==> config.mk <==
export PLATFORM = sky130hd
export DESIGN_NAME = decode_exec_pipe_reg
export DESIGN_NICKNAME = d
export VERILOG_FILES = /design/src/rtl/decode_exec_pipe_reg.sv
export SDC_FILE = /design/constraint.sdc
export NUM_CORES = 1
export LEC_CHECK = 0
export CAP_MARGIN = 20
export CORE_ASPECT_RATIO = 1.4
export CORE_MARGIN = 3
export CORE_UTILIZATION = 40
export CTS_BUF_LIST = sky130_fd_sc_hd__clkbuf_16
export DETAILED_ROUTE_END_ITERATION = 12
export PLACE_DENSITY_LB_ADDON = 0.05
export SYNTH_ARGS = -nofsm -noshare
export SYNTH_HDL_FRONTEND = slang
export SYNTH_SLANG_ARGS = --single-unit
==> constraint.sdc <==
create_clock -name clk -period 14.6 [get_ports clk]
set_input_delay 2.19 -clock clk [delete_from_list [all_inputs] [get_ports clk]]
set_output_delay 2.19 -clock clk [all_outputs]
set_load 0.005 [all_outputs]
==> src/rtl/decode_exec_pipe_reg.sv <==
// decode_exec_pipe_reg
//
// Decode -> Execute pipeline register with a two-entry elastic buffer:
// a main entry that drives the E outputs and a skid entry that absorbs one
// extra instruction while Execute back-pressures.
//
// Handshake: a transfer happens on a rising edge where valid and ready are
// both high. The producer holds valid (and its payload) until it sees ready.
// readyD depends only on registered state, so there is no combinational
// path from readyE to readyD. FlushE kills everything held plus the
// instruction offered in the same cycle.
//
// Ports
//   clk, rst            clock, asynchronous active-high reset
//   validD / readyD     Decode-side handshake
//   validE / readyE     Execute-side handshake
//   FlushE              synchronous kill of held and incoming instructions
//   *D inputs           decoded instruction payload
//   *E outputs          payload of the main entry; write/jump/branch strobes
//                       are forced low while validE is low
//   stall_cnt           saturating count of back-pressure cycles
module decode_exec_pipe_reg #(
   parameter int WIDTH  = 32,
   parameter int REG_AW = 5,
   parameter int ALUC_W = 3,
   parameter int CNT_W  = 16
) (
   input  logic              clk,
   input  logic              rst,
   input  logic              validD,
   output logic              readyD,
   output logic              validE,
   input  logic              readyE,
   input  logic              FlushE,
   input  logic              RegWriteD,
   input  logic              MemWriteD,
   input  logic              JumpD,
   input  logic              BranchD,
   input  logic              ALUSrcD,
   input  logic              JALRctrlD,
   input  logic [1:0]        ResultSrcD,
   input  logic [ALUC_W-1:0] ALUControlD,
   input  logic [WIDTH-1:0]  RD1D,
   input  logic [WIDTH-1:0]  RD2D,
   input  logic [WIDTH-1:0]  PCD,
   input  logic [WIDTH-1:0]  ImmExtD,
   input  logic [WIDTH-1:0]  PCPlus4D,
   input  logic [REG_AW-1:0] RdD,
   input  logic [REG_AW-1:0] Rs1D,
   input  logic [REG_AW-1:0] Rs2D,
   output logic              RegWriteE,
   output logic              MemWriteE,
   output logic              JumpE,
   output logic              BranchE,
   output logic              ALUSrcE,
   output logic              JALRctrlE,
   output logic [1:0]        ResultSrcE,
   output logic [ALUC_W-1:0] ALUControlE,
   output logic [WIDTH-1:0]  RD1E,
   output logic [WIDTH-1:0]  RD2E,
   output logic [WIDTH-1:0]  PCE,
   output logic [WIDTH-1:0]  ImmExtE,
   output logic [WIDTH-1:0]  PCPlus4E,
   output logic [REG_AW-1:0] RdE,
   output logic [REG_AW-1:0] Rs1E,
   output logic [REG_AW-1:0] Rs2E,
   output logic [CNT_W-1:0]  stall_cnt
);

   // Six 1-bit strobes, 2-bit ResultSrc, ALUControl, five words, three addresses.
   localparam int PW = 8 + ALUC_W + 5 * WIDTH + 3 * REG_AW;

   logic [PW-1:0] din;
   logic [PW-1:0] main_q;
   logic [PW-1:0] skid_q;
   logic          main_valid;
   logic          skid_valid;
   logic          accept;
   logic          consume;

   logic rw_q, mw_q, jump_q, branch_q, jalr_q;

   assign din = {RegWriteD, MemWriteD, JumpD, BranchD, ALUSrcD, JALRctrlD,
                 ResultSrcD, ALUControlD, RD1D, RD2D, PCD, ImmExtD, PCPlus4D,
                 RdD, Rs1D, Rs2D};

   assign readyD  = ~skid_valid;
   assign validE  = main_valid;
   assign accept  = validD & readyD & ~FlushE;
   assign consume = main_valid & readyE;

   always_ff @(posedge clk or posedge rst) begin
      if (rst) begin
         main_q     <= '0;
         skid_q     <= '0;
         main_valid <= 1'b0;
         skid_valid <= 1'b0;
      end else if (FlushE) begin
         // Payload is left as-is; bubble gating hides the stale strobes.
         main_valid <= 1'b0;
         skid_valid <= 1'b0;
      end else if (consume || !main_valid) begin
         // Main slot frees up this edge. The skid entry is older than
         // anything on the input, and readyD was low, so no accept competes.
         if (skid_valid) begin
            main_q     <= skid_q;
            main_valid <= 1'b1;
            skid_valid <= 1'b0;
         end else if (accept) begin
            main_q     <= din;
            main_valid <= 1'b1;
         end else begin
            main_valid <= 1'b0;
         end
      end else if (accept) begin
         // Main is held by back-pressure: park the newcomer in the skid slot.
         skid_q     <= din;
         skid_valid <= 1'b1;
      end
   end

   always_ff @(posedge clk or posedge rst) begin
      if (rst) begin
         stall_cnt <= '0;
      end else if (main_valid && !readyE && !FlushE && (stall_cnt != {CNT_W{1'b1}})) begin
         stall_cnt <= stall_cnt + CNT_W'(1);
      end
   end

   assign {rw_q, mw_q, jump_q, branch_q, ALUSrcE, jalr_q,
           ResultSrcE, ALUControlE, RD1E, RD2E, PCE, ImmExtE, PCPlus4E,
           RdE, Rs1E, Rs2E} = main_q;

   // Side-effecting strobes must never fire from a bubble.
   assign RegWriteE = rw_q     & main_valid;
   assign MemWriteE = mw_q     & main_valid;
   assign JumpE     = jump_q   & main_valid;
   assign BranchE   = branch_q & main_valid;
   assign JALRctrlE = jalr_q   & main_valid;

endmodule

==> results.py, run 1 <==
metrics = {
    "finish": {
        "synthToLayoutAreaGrowth_pct": 23.3,
        "multiInputGateArea_um2": 6620,
        "final_layout_size_suffix_gt1_frac": 0.156,
        "fillCellCount": 3990,
        "seqCellArea_um2": 9760,
        "finish.utilization": 0.505,
        "layout.nets": 1847,
        "design_area_um2": 22500,
    },
    "sta": {
        "relSlewSlack": 0.308,
        "setup_viol": 0,
        "finClkSkew_ns": 0.0171,
        "finalCritPeriodShare": 0.355,
        "worstMarginPinSlew_ns": 1.04,
        "rsz0062_at_grt": "false",
        "min_period_ns": 5.18,
        "final_hold_viol_count": 0,
        "max_freq_mhz": 193,
        "maxSlewViolCount": 0,
        "fin_setup_tns_ns": 0,
    },
    "logic_synthesis": {
        "syn_nets": 1660,
        "async_reset_ff_frac": 1.00,
        "yosys_warnings": 0,
        "synth.distinct_cells": 38,
        "synth_area_um2": 18200,
        "yosysMostFrequentCell": "dfrtp_1",
        "avgSynthCellArea_um2": 12.4,
        "synth_top_cells_by_count": "390 x dfrtp_1, 195 x nor2_1, 189 x a21oi_1",
        "yosysSeqAreaShare": 0.536,
        "synth_top_area_frac": 0.536,
        "ys_ff_latch": 390,
        "ys.flop_type": "dfrtp_1",
        "synth_area_leaders": "dfrtp_1 54%, mux2_4 12%, mux2i_1 10%",
        "synth_cells": 1468,
        "synth-edff-count": 0,
        "synth.largest_area_cell": "dfrtp_1",
    },
    "critical_path": {
        "reg2reg_from": "skid_valid",
        "cp.arrival_ns": 5.59,
        "worst_setup_path_end_kind": "flip-flop",
        "path_class": "primary input to flip-flop",
        "timing.rr.end": "skid_q[3]",
        "cp-start-kind": "primary input",
        "path_cells": "clkdlybuf4s50_1 -> nor3b_4 -> nand3_4 -> buf_4 -> buf_4 -> mux2_4",
        "crit_family": "buffers and inverters",
        "cp_common_cell": "buf_4",
        "reg2regPathDepth": 5,
        "worst-path-buf-inv": 3,
        "worstPathMaxFanout": 46,
        "slowest_stage": "buf_4",
        "r2r_slack_ns": 10.43,
        "crit_path_max_incr_delay_ns": 0.80,
        "cp.required_ns": 15.01,
    },
    "clock_tree": {
        "insertion_delay_ns": 0.54,
        "post-cts-setup-buffers": 0,
        "cts.repair.resized": 0,
        "htree_levels": 2,
        "cts_inserted_buffers": 42,
        "tritoncts": "built",
        "path_clk_slew_ns": 0.06,
        "cts_root_buf": "clkbuf_16",
        "hold_buffers": 0,
        "cts.path.max_buffers": 3,
        "cts_sinks": 390,
    },
    "power_and_ir_drop": {
        "vdd_ir_drop_max_v": 0.0000793,
        "p_leak_nw": 9.56,
        "combPwrFrac": 0.210,
        "seqPwrFrac": 0.470,
        "power.switching_w": 0.000776,
        "power_w": 0.00308,
        "switching_share": 0.252,
        "clkPwrFrac": 0.320,
        "pwr_density_cell_nw_per_um2": 137,
        "p_int_w": 0.00230,
    },
    "outcome": {
        "outcome": "finished clean",
    },
    "min_path": {
        "hold_depth": 1,
        "hold_class": "flip-flop to flip-flop",
        "min_from": "skid_q[106]",
        "holdPathEnd": "skid_q[106]",
    },
    "floorplanning": {
        "die_width_um": 186,
        "initial_core_util": 0.409,
        "io_pins": 395,
        "dieArea_um2": 48200,
        "coreArea_um2": 44500,
        "die-height_um": 258,
        "rows": 91,
    },
    "global_routing": {
        "first_global_vias": 11500,
        "grt_max_degree": 205,
        "groute.usage.overall": 0.175,
        "gr-total-overflow": 0,
        "grt_pass1_wl_um": 67600,
        "antenna_found_initial": 10,
    },
    "route": {
        "wl_per_cell_um": 18.7,
        "avgViaCountPerCell": 4.83,
        "num_vias": 11100,
        "drcViolationCount": 0,
        "wl_um": 42800,
        "drtIter0Drc": 374,
        "dr.pass1.iters": 4,
        "drtAntennaViolNets": 0,
    },
    "place": {
        "place_area_um2": 21200,
        "gp_congestion": 0.778,
        "place_hpwl_um": 28100,
        "port_buffers": 394,
    },
    "flow_run": {
        "drv_cap": 0,
    },
}
-- routing by layer --
metal	GRT usage	wire [µm]	vias to the layer above
li1	-	-	5231
met1	0.215	17600	5459
met2	0.293	21000	288
met3	0.0598	3280	70
met4	0.0509	980	12
met5	0	82	-
-- kinds of logic (layout without fill, tap and decap cells) --
| group | count (synthesis) | in the layout | share of synthesized area |
|---|---|---|---|
| xor+xnor | 9 | 9 | 0.00433 |
| compound gates | 198 | 198 | 0.0552 |
| simple gates | 230 | 230 | 0.0545 |
| flops | 390 | 390 | 0.536 |
| buf+inv | 265 | 476 | 0.102 |
| other cells | 0 | 5 | 0 |
| mux | 375 | 375 | 0.248 |
| fa+ha+maj | 1 | 1 | 0.000687 |
-- stage by stage --
| step | hold WS [ns] | std cells | setup slack, ns |
|---|---|---|---|
| 2_1_floorplan | 0.479 | 1468 | 1.57 |
| 3_3_place_gp | 0.487 | 2215 | 8.82 |
| 3_5_place_dp | 0.493 | 2215 | 8.82 |
| 4_1_cts | 0.506 | 2283 | 9.38 |
| 5_1_grt | 0.510 | 2287 | 9.24 |
| 6_report | 0.503 | 2288 | 9.42 |
-- layout make-up --
| class | instances | share of cell area |
|---|---|---|
| diodes | 5 | 0.000557 |
| multi-input cells | 813 | 0.295 |
| flip-flops and latches | 390 | 0.435 |
| clock buffers | 43 | 0.0479 |
| clock inverters | 25 | 0.00707 |
| well taps | 604 | 0.0336 |
| repair buffers | 405 | 0.181 |
| inverters | 3 | 0.000835 |
-- worst max-delay path by stage --
| stage | from | to | depth (start not counted) |
|---|---|---|---|
| final | FlushE | skid_q[3] | 6 |
| after global routing | FlushE | skid_q[3] | 6 |
| after CTS | FlushE | skid_q[3] | 6 |
| after detailed placement | FlushE | skid_q[37] | 6 |
| after global placement | FlushE | skid_q[1] | 6 |
| after floorplan | rst | main_q[0] | 1 |
-- registers in the layout, indices dropped and copies added, names as in the netlist --
register,cells
validE,1
skid_valid,1
main_q,186
skid_q,186
stall_cnt,16
-- power by group through the flow --
stage	combinational [W]	clock, W	sequential (W)
finish	0.000647	0.000985	0.00145
detailed placement	0.000658	0	0.00146
global route	0.000708	0.00106	0.00148
global placement	0.000644	0	0.00146
floorplan	0.000468	0	0.00143
CTS	0.000660	0.00103	0.00145
-- placed cells by master (no fill, tap or decap), drive strengths merged, types with 2 or more instances in the layout --
master and instances:
clkdlybuf4s50 394, dfrtp 390, nor2 196, a21oi 189, mux2 188, mux2i 187
clkbuf 43, inv 17, buf 11, clkinv 9, nand3 7, and2 6
diode 5, nand4 5, xor2 5, xnor2 4, o21ai 3, nand2 3
and3 2, and4bb 2, a31oi 2, bufinv 2, nor4 2
(Power assumes the default switching activity.)
==> run 2: changes to the inputs <==
- clock period: 14.6 -> 4.19 ns (I/O delays scaled with it)
==> results.py, run 2 (synthesis gave the netlist of run 1 again) <==
metrics = {
    "outcome": {
        "outcome": "finished clean",
    },
    "place": {
        "place_area_um2": 21400,
        "port_buffers": 394,
        "place_hpwl_um": 28800,
        "gp_congestion": 0.796,
        "placedCellCount": 2226,
    },
    "sta": {
        "max_freq_mhz": 406,
        "final_hold_viol_count": 0,
        "worstMarginPinSlew_ns": 1.04,
        "relSlewSlack": 0.308,
        "maxSlewViolCount": 0,
        "rsz0062_at_grt": "false",
        "finalCritPeriodShare": 0.587,
        "finClkSkew_ns": 0.0149,
        "setup_viol": 0,
        "min_period_ns": 2.46,
    },
    "clock_tree": {
        "cts_inserted_buffers": 43,
        "path_clk_slew_ns": 0.06,
        "insertion_delay_ns": 0.54,
        "cts_root_buf": "clkbuf_16",
        "cts_sinks": 390,
        "hold_buffers": 0,
        "post-cts-setup-buffers": 0,
        "cts.path.max_buffers": 3,
        "cts.repair.resized": 0,
        "tritoncts": "built",
        "htree_levels": 2,
    },
    "critical_path": {
        "crit_path_max_incr_delay_ns": 0.61,
        "worst_setup_path_end_kind": "output port",
        "path_cells": "inv_1 -> clkdlybuf4s50_1",
        "worstPathMaxFanout": 16,
        "cp.required_ns": 3.56,
        "worst-path-buf-inv": 2,
        "slowest_stage": "dfrtp_4",
        "path_class": "flip-flop to output port",
        "crit_family": "buffers and inverters",
        "cp.arrival_ns": 1.83,
        "cp-start-kind": "flip-flop",
    },
    "route": {
        "drt-met1-wl_um": 17700,
        "highest_layer": "met5",
        "num_vias": 11100,
        "wl_um": 43300,
        "drtIter0Drc": 511,
        "drtAntennaViolNets": 0,
        "wl_per_cell_um": 18.8,
        "drcViolationCount": 0,
        "dr.pass1.iters": 6,
        "wl_met3_um": 3710,
        "avgViaCountPerCell": 4.80,
        "wl_met2_um": 20900,
    },
    "floorplanning": {
        "initial_core_util": 0.409,
        "die-height_um": 258,
        "dieArea_um2": 48200,
        "rows": 91,
        "coreArea_um2": 44500,
        "die_width_um": 186,
        "io_pins": 395,
    },
    "finish": {
        "final_common_cell": "clkdlybuf4s50_1",
        "design_area_um2": 22800,
        "fillCellCount": 3968,
        "final_layout_size_suffix_gt1_frac": 0.166,
        "layout.nets": 1859,
        "seqCellArea_um2": 9760,
        "mostFrequentLayoutCells": "394 x clkdlybuf4s50_1, 389 x dfrtp_1, 195 x nor2_1, 189 x a21oi_1, 187 x mux2i_1",
        "finalNonFillerCells": 2308,
        "synthToLayoutAreaGrowth_pct": 25.1,
        "multiInputGateArea_um2": 6620,
        "largestRegisters": "main_q x186, skid_q x186, stall_cnt x16",
    },
    "global_routing": {
        "first_global_vias": 11600,
        "gr-total-overflow": 0,
        "groute.usage.overall": 0.177,
        "grt_pass1_wl_um": 68400,
        "grt_max_degree": 195,
        "antenna_found_initial": 6,
    },
    "power_and_ir_drop": {
        "pwr_density_cell_nw_per_um2": 484,
        "p_leak_nw": 9.69,
        "vdd_ir_drop_max_v": 0.000340,
    },
    "min_path": {
        "hold_class": "flip-flop to flip-flop",
    },
    "flow_run": {
        "drv_cap": 0,
    },
}
run 2: cell count changes in the layout (fill, tap and decap cells not counted), sizes merged:
cell	change
inv	-8
bufinv	+2
clkinv	+12
buf	+11
clkinvlp	+3
diode	-2
clkbuf	+2
run 2: layout make-up:
class,instances,share of cell area
clock inverters,34,0.0111
multi-input cells,813,0.290
clock buffers,45,0.0494
repair buffers,416,0.187
flip-flops and latches,390,0.428
well taps,604,0.0332
inverters,3,0.000659
diodes,3,0.000329
run 2: per-layer routing:
metal | up-vias | track usage
met5 | - | 0
met4 | 8 | 0.0490
met3 | 61 | 0.0677
met2 | 312 | 0.294
met1 | 5442 | 0.215
li1 | 5254 | -
run 2: path summary, 6_finish.rpt:
| path | startpoint | to | slack (ns) | depth (start not counted) |
|---|---|---|---|---|
| setup / recovery | skid_valid | readyD | 1.73 | 2 |
| hold / removal | stall_cnt[7] | stall_cnt[7] | 0.50 | 1 |
| setup reg to reg | validE | skid_q[9] | 1.91 | 4 |
| hold reg to reg | stall_cnt[7] | stall_cnt[7] | 0.50 | 1 |
| max in group asynchronous | rst | main_q[64] | 2.64 | 4 |
| min in group asynchronous | rst | stall_cnt[2] | 0.60 | 2 |
run 2: power breakdown:
group | leakage, nW | internal, W | switching, W | total [W]
logic | 4.43 | 0.00150 | 0.000771 | 0.00228
clock network | 0.705 | 0.00218 | 0.00153 | 0.00371
registers | 4.55 | 0.00458 | 0.000473 | 0.00505
total | 9.69 | 0.00826 | 0.00277 | 0.0110
run 2: through the flow:
step	util	hold WS (ns)	TNS (ns)	setup slack [ns]	total power, W
3_3_place_gp	0.481	0.487	0	1.24	0.00735
4_1_cts	0.512	0.497	0	1.67	0.0112
2_1_floorplan	-	0.479	-656.91	-1.68	0.00660
3_5_place_dp	0.481	0.489	0	1.23	0.00741
6_report	0.512	0.502	0	1.73	0.0110
5_1_grt	0.512	0.509	0	1.65	0.0116
==> run 3: changes to the inputs <==
- clock period: 4.19 -> 2.6 ns (I/O delays scaled with it)
==> results.py, run 3 (synthesis gave the netlist of run 1 again) <==
metrics = {
    "outcome": {
        "outcome": "finished clean",
    },
    "place": {
        "port_buffers": 394,
        "dpl_worst_slack_ns": 0.298,
        "place_hpwl_um": 29600,
        "gp_congestion": 0.792,
    },
    "power_and_ir_drop": {
        "clkPwrFrac": 0.323,
        "combPwrFrac": 0.211,
        "switching_share": 0.255,
        "power.switching_w": 0.00445,
        "p_leak_nw": 9.73,
        "vdd_ir_drop_max_v": 0.000495,
        "pwr_density_cell_nw_per_um2": 764,
        "seqPwrFrac": 0.466,
        "p_int_w": 0.0130,
    },
    "min_path": {
        "hold_class": "primary input to asynchronous set/reset pin",
    },
    "finish": {
        "synthToLayoutAreaGrowth_pct": 25.5,
        "mostFrequentLayoutCells": "394 x clkdlybuf4s50_1, 389 x dfrtp_1, 195 x nor2_1, 189 x a21oi_1, 187 x mux2i_1",
        "final_layout_size_suffix_gt1_frac": 0.165,
        "final_common_cell": "clkdlybuf4s50_1",
        "layout.nets": 1869,
        "fillCellCount": 3933,
        "seqCellArea_um2": 9760,
        "multiInputGateArea_um2": 6620,
        "largestRegisters": "main_q x186, skid_q x186, stall_cnt x16",
    },
    "floorplanning": {
        "initial_core_util": 0.409,
        "rows": 91,
        "coreArea_um2": 44500,
        "io_pins": 395,
        "die_width_um": 186,
        "die-height_um": 258,
        "dieArea_um2": 48200,
    },
    "sta": {
        "finClkSkew_ns": 0.00807,
        "setup_viol": 0,
        "min_period_ns": 2.11,
        "finalCritPeriodShare": 0.812,
        "rsz0062_at_grt": "false",
        "final_hold_viol_count": 0,
        "worst_slack_ns": 0.490,
        "holdWs_ns": 0.297,
        "max_freq_mhz": 474,
        "relSlewSlack": 0.384,
        "worstMarginPinSlew_ns": 0.925,
        "maxSlewViolCount": 0,
    },
    "clock_tree": {
        "tritoncts": "built",
        "hold_buffers": 0,
        "cts.repair.resized": 0,
        "htree_levels": 2,
        "insertion_delay_ns": 0.54,
        "cts.path.max_buffers": 3,
        "cts_inserted_buffers": 42,
        "cts_sinks": 390,
        "post-cts-setup-buffers": 0,
        "path_clk_slew_ns": 0.06,
        "cts_root_buf": "clkbuf_16",
    },
    "critical_path": {
        "cp-startpoint": "skid_valid",
        "path_class": "flip-flop to output port",
        "cp.arrival_ns": 1.72,
        "crit_path_max_incr_delay_ns": 0.53,
        "slowest_stage": "clkdlybuf4s50_1",
        "reg2reg_from": "stall_cnt[4]",
        "path_cells": "inv_1 -> clkdlybuf4s50_1",
        "cp-start-kind": "flip-flop",
        "worstPathMaxFanout": 4,
        "worst_setup_path_end_kind": "output port",
        "cp.required_ns": 2.21,
    },
    "global_routing": {
        "gr-total-overflow": 0,
        "antenna_found_initial": 11,
        "first_global_vias": 11500,
        "grt_max_degree": 97,
        "groute.usage.overall": 0.177,
        "grt_pass1_wl_um": 68300,
    },
    "flow_run": {
        "drv_cap": 0,
    },
    "route": {
        "drcViolationCount": 0,
        "drtIter0Drc": 391,
        "wl_um": 43600,
        "drtAntennaViolNets": 0,
        "wl_per_cell_um": 18.8,
        "avgViaCountPerCell": 4.83,
        "dr.pass1.iters": 4,
        "num_vias": 11200,
    },
}
run 3: power by group through the flow:
stage                     combinational, W  clock [W]  sequential, W
final                              0.00369    0.00564        0.00814
after CTS                          0.00376    0.00585        0.00815
after global routing               0.00402    0.00609        0.00831
after global placement             0.00368          0        0.00820
after floorplan                    0.00263          0        0.00801
after detailed placement           0.00375          0        0.00822
run 3: worst max-delay path: cells and delay by family, from the launching register on:
family / cells / cell delay, ns
buffers and inverters: 2 / 0.67
DFF: 1 / 0.51
run 3: layer usage:
layer,global-route usage,routed length [µm],part of all wire,vias to the layer above
met5,0,106,0.0024,-
met2,0.302,21600,0.49,296
met4,0.0500,967,0.022,16
met3,0.0627,3330,0.076,67
met1,0.213,17600,0.40,5512
li1,-,-,-,5304
run 3: path summary, 6_finish.rpt:
path                                end  slack [ns]  depth (start not counted)
min reg2reg                stall_cnt[7]        0.50                          1
max reg2reg                stall_cnt[1]        0.72                          4
max                              readyD        0.49                          2
min in group clk            skid_q[139]        0.48                          2
min                         skid_q[164]        0.30                          3
max in group asynchronous    skid_q[57]        1.61                          4
run 3: final cells by class:
class                           instances  area share
Antenna cell                            2    0.000219
Clock buffer                           45      0.0493
Clock inverter                         32     0.00690
Inverter                                3    0.000657
Multi-Input combinational cell        813       0.289
Sequential cell                       390       0.427
Tap cell                              604      0.0331
Timing Repair Buffer                  427       0.193
run 3: through the flow:
| stage | TNS [ns] | power, W | std cells | instance area [µm²] | utilization |
|---|---|---|---|---|---|
| finish | 0 | 0.0175 | 2316 | 22900 | 0.513 |
| global route | 0 | 0.0184 | 2316 | 22900 | 0.513 |
| CTS | 0 | 0.0178 | 2314 | 22900 | 0.513 |
| detailed placement | 0 | 0.0120 | 2237 | 21600 | 0.484 |
| global placement | 0 | 0.0119 | 2237 | 21600 | 0.484 |
| floorplan | -1184.00 | 0.0106 | 1468 | 18200 | - |
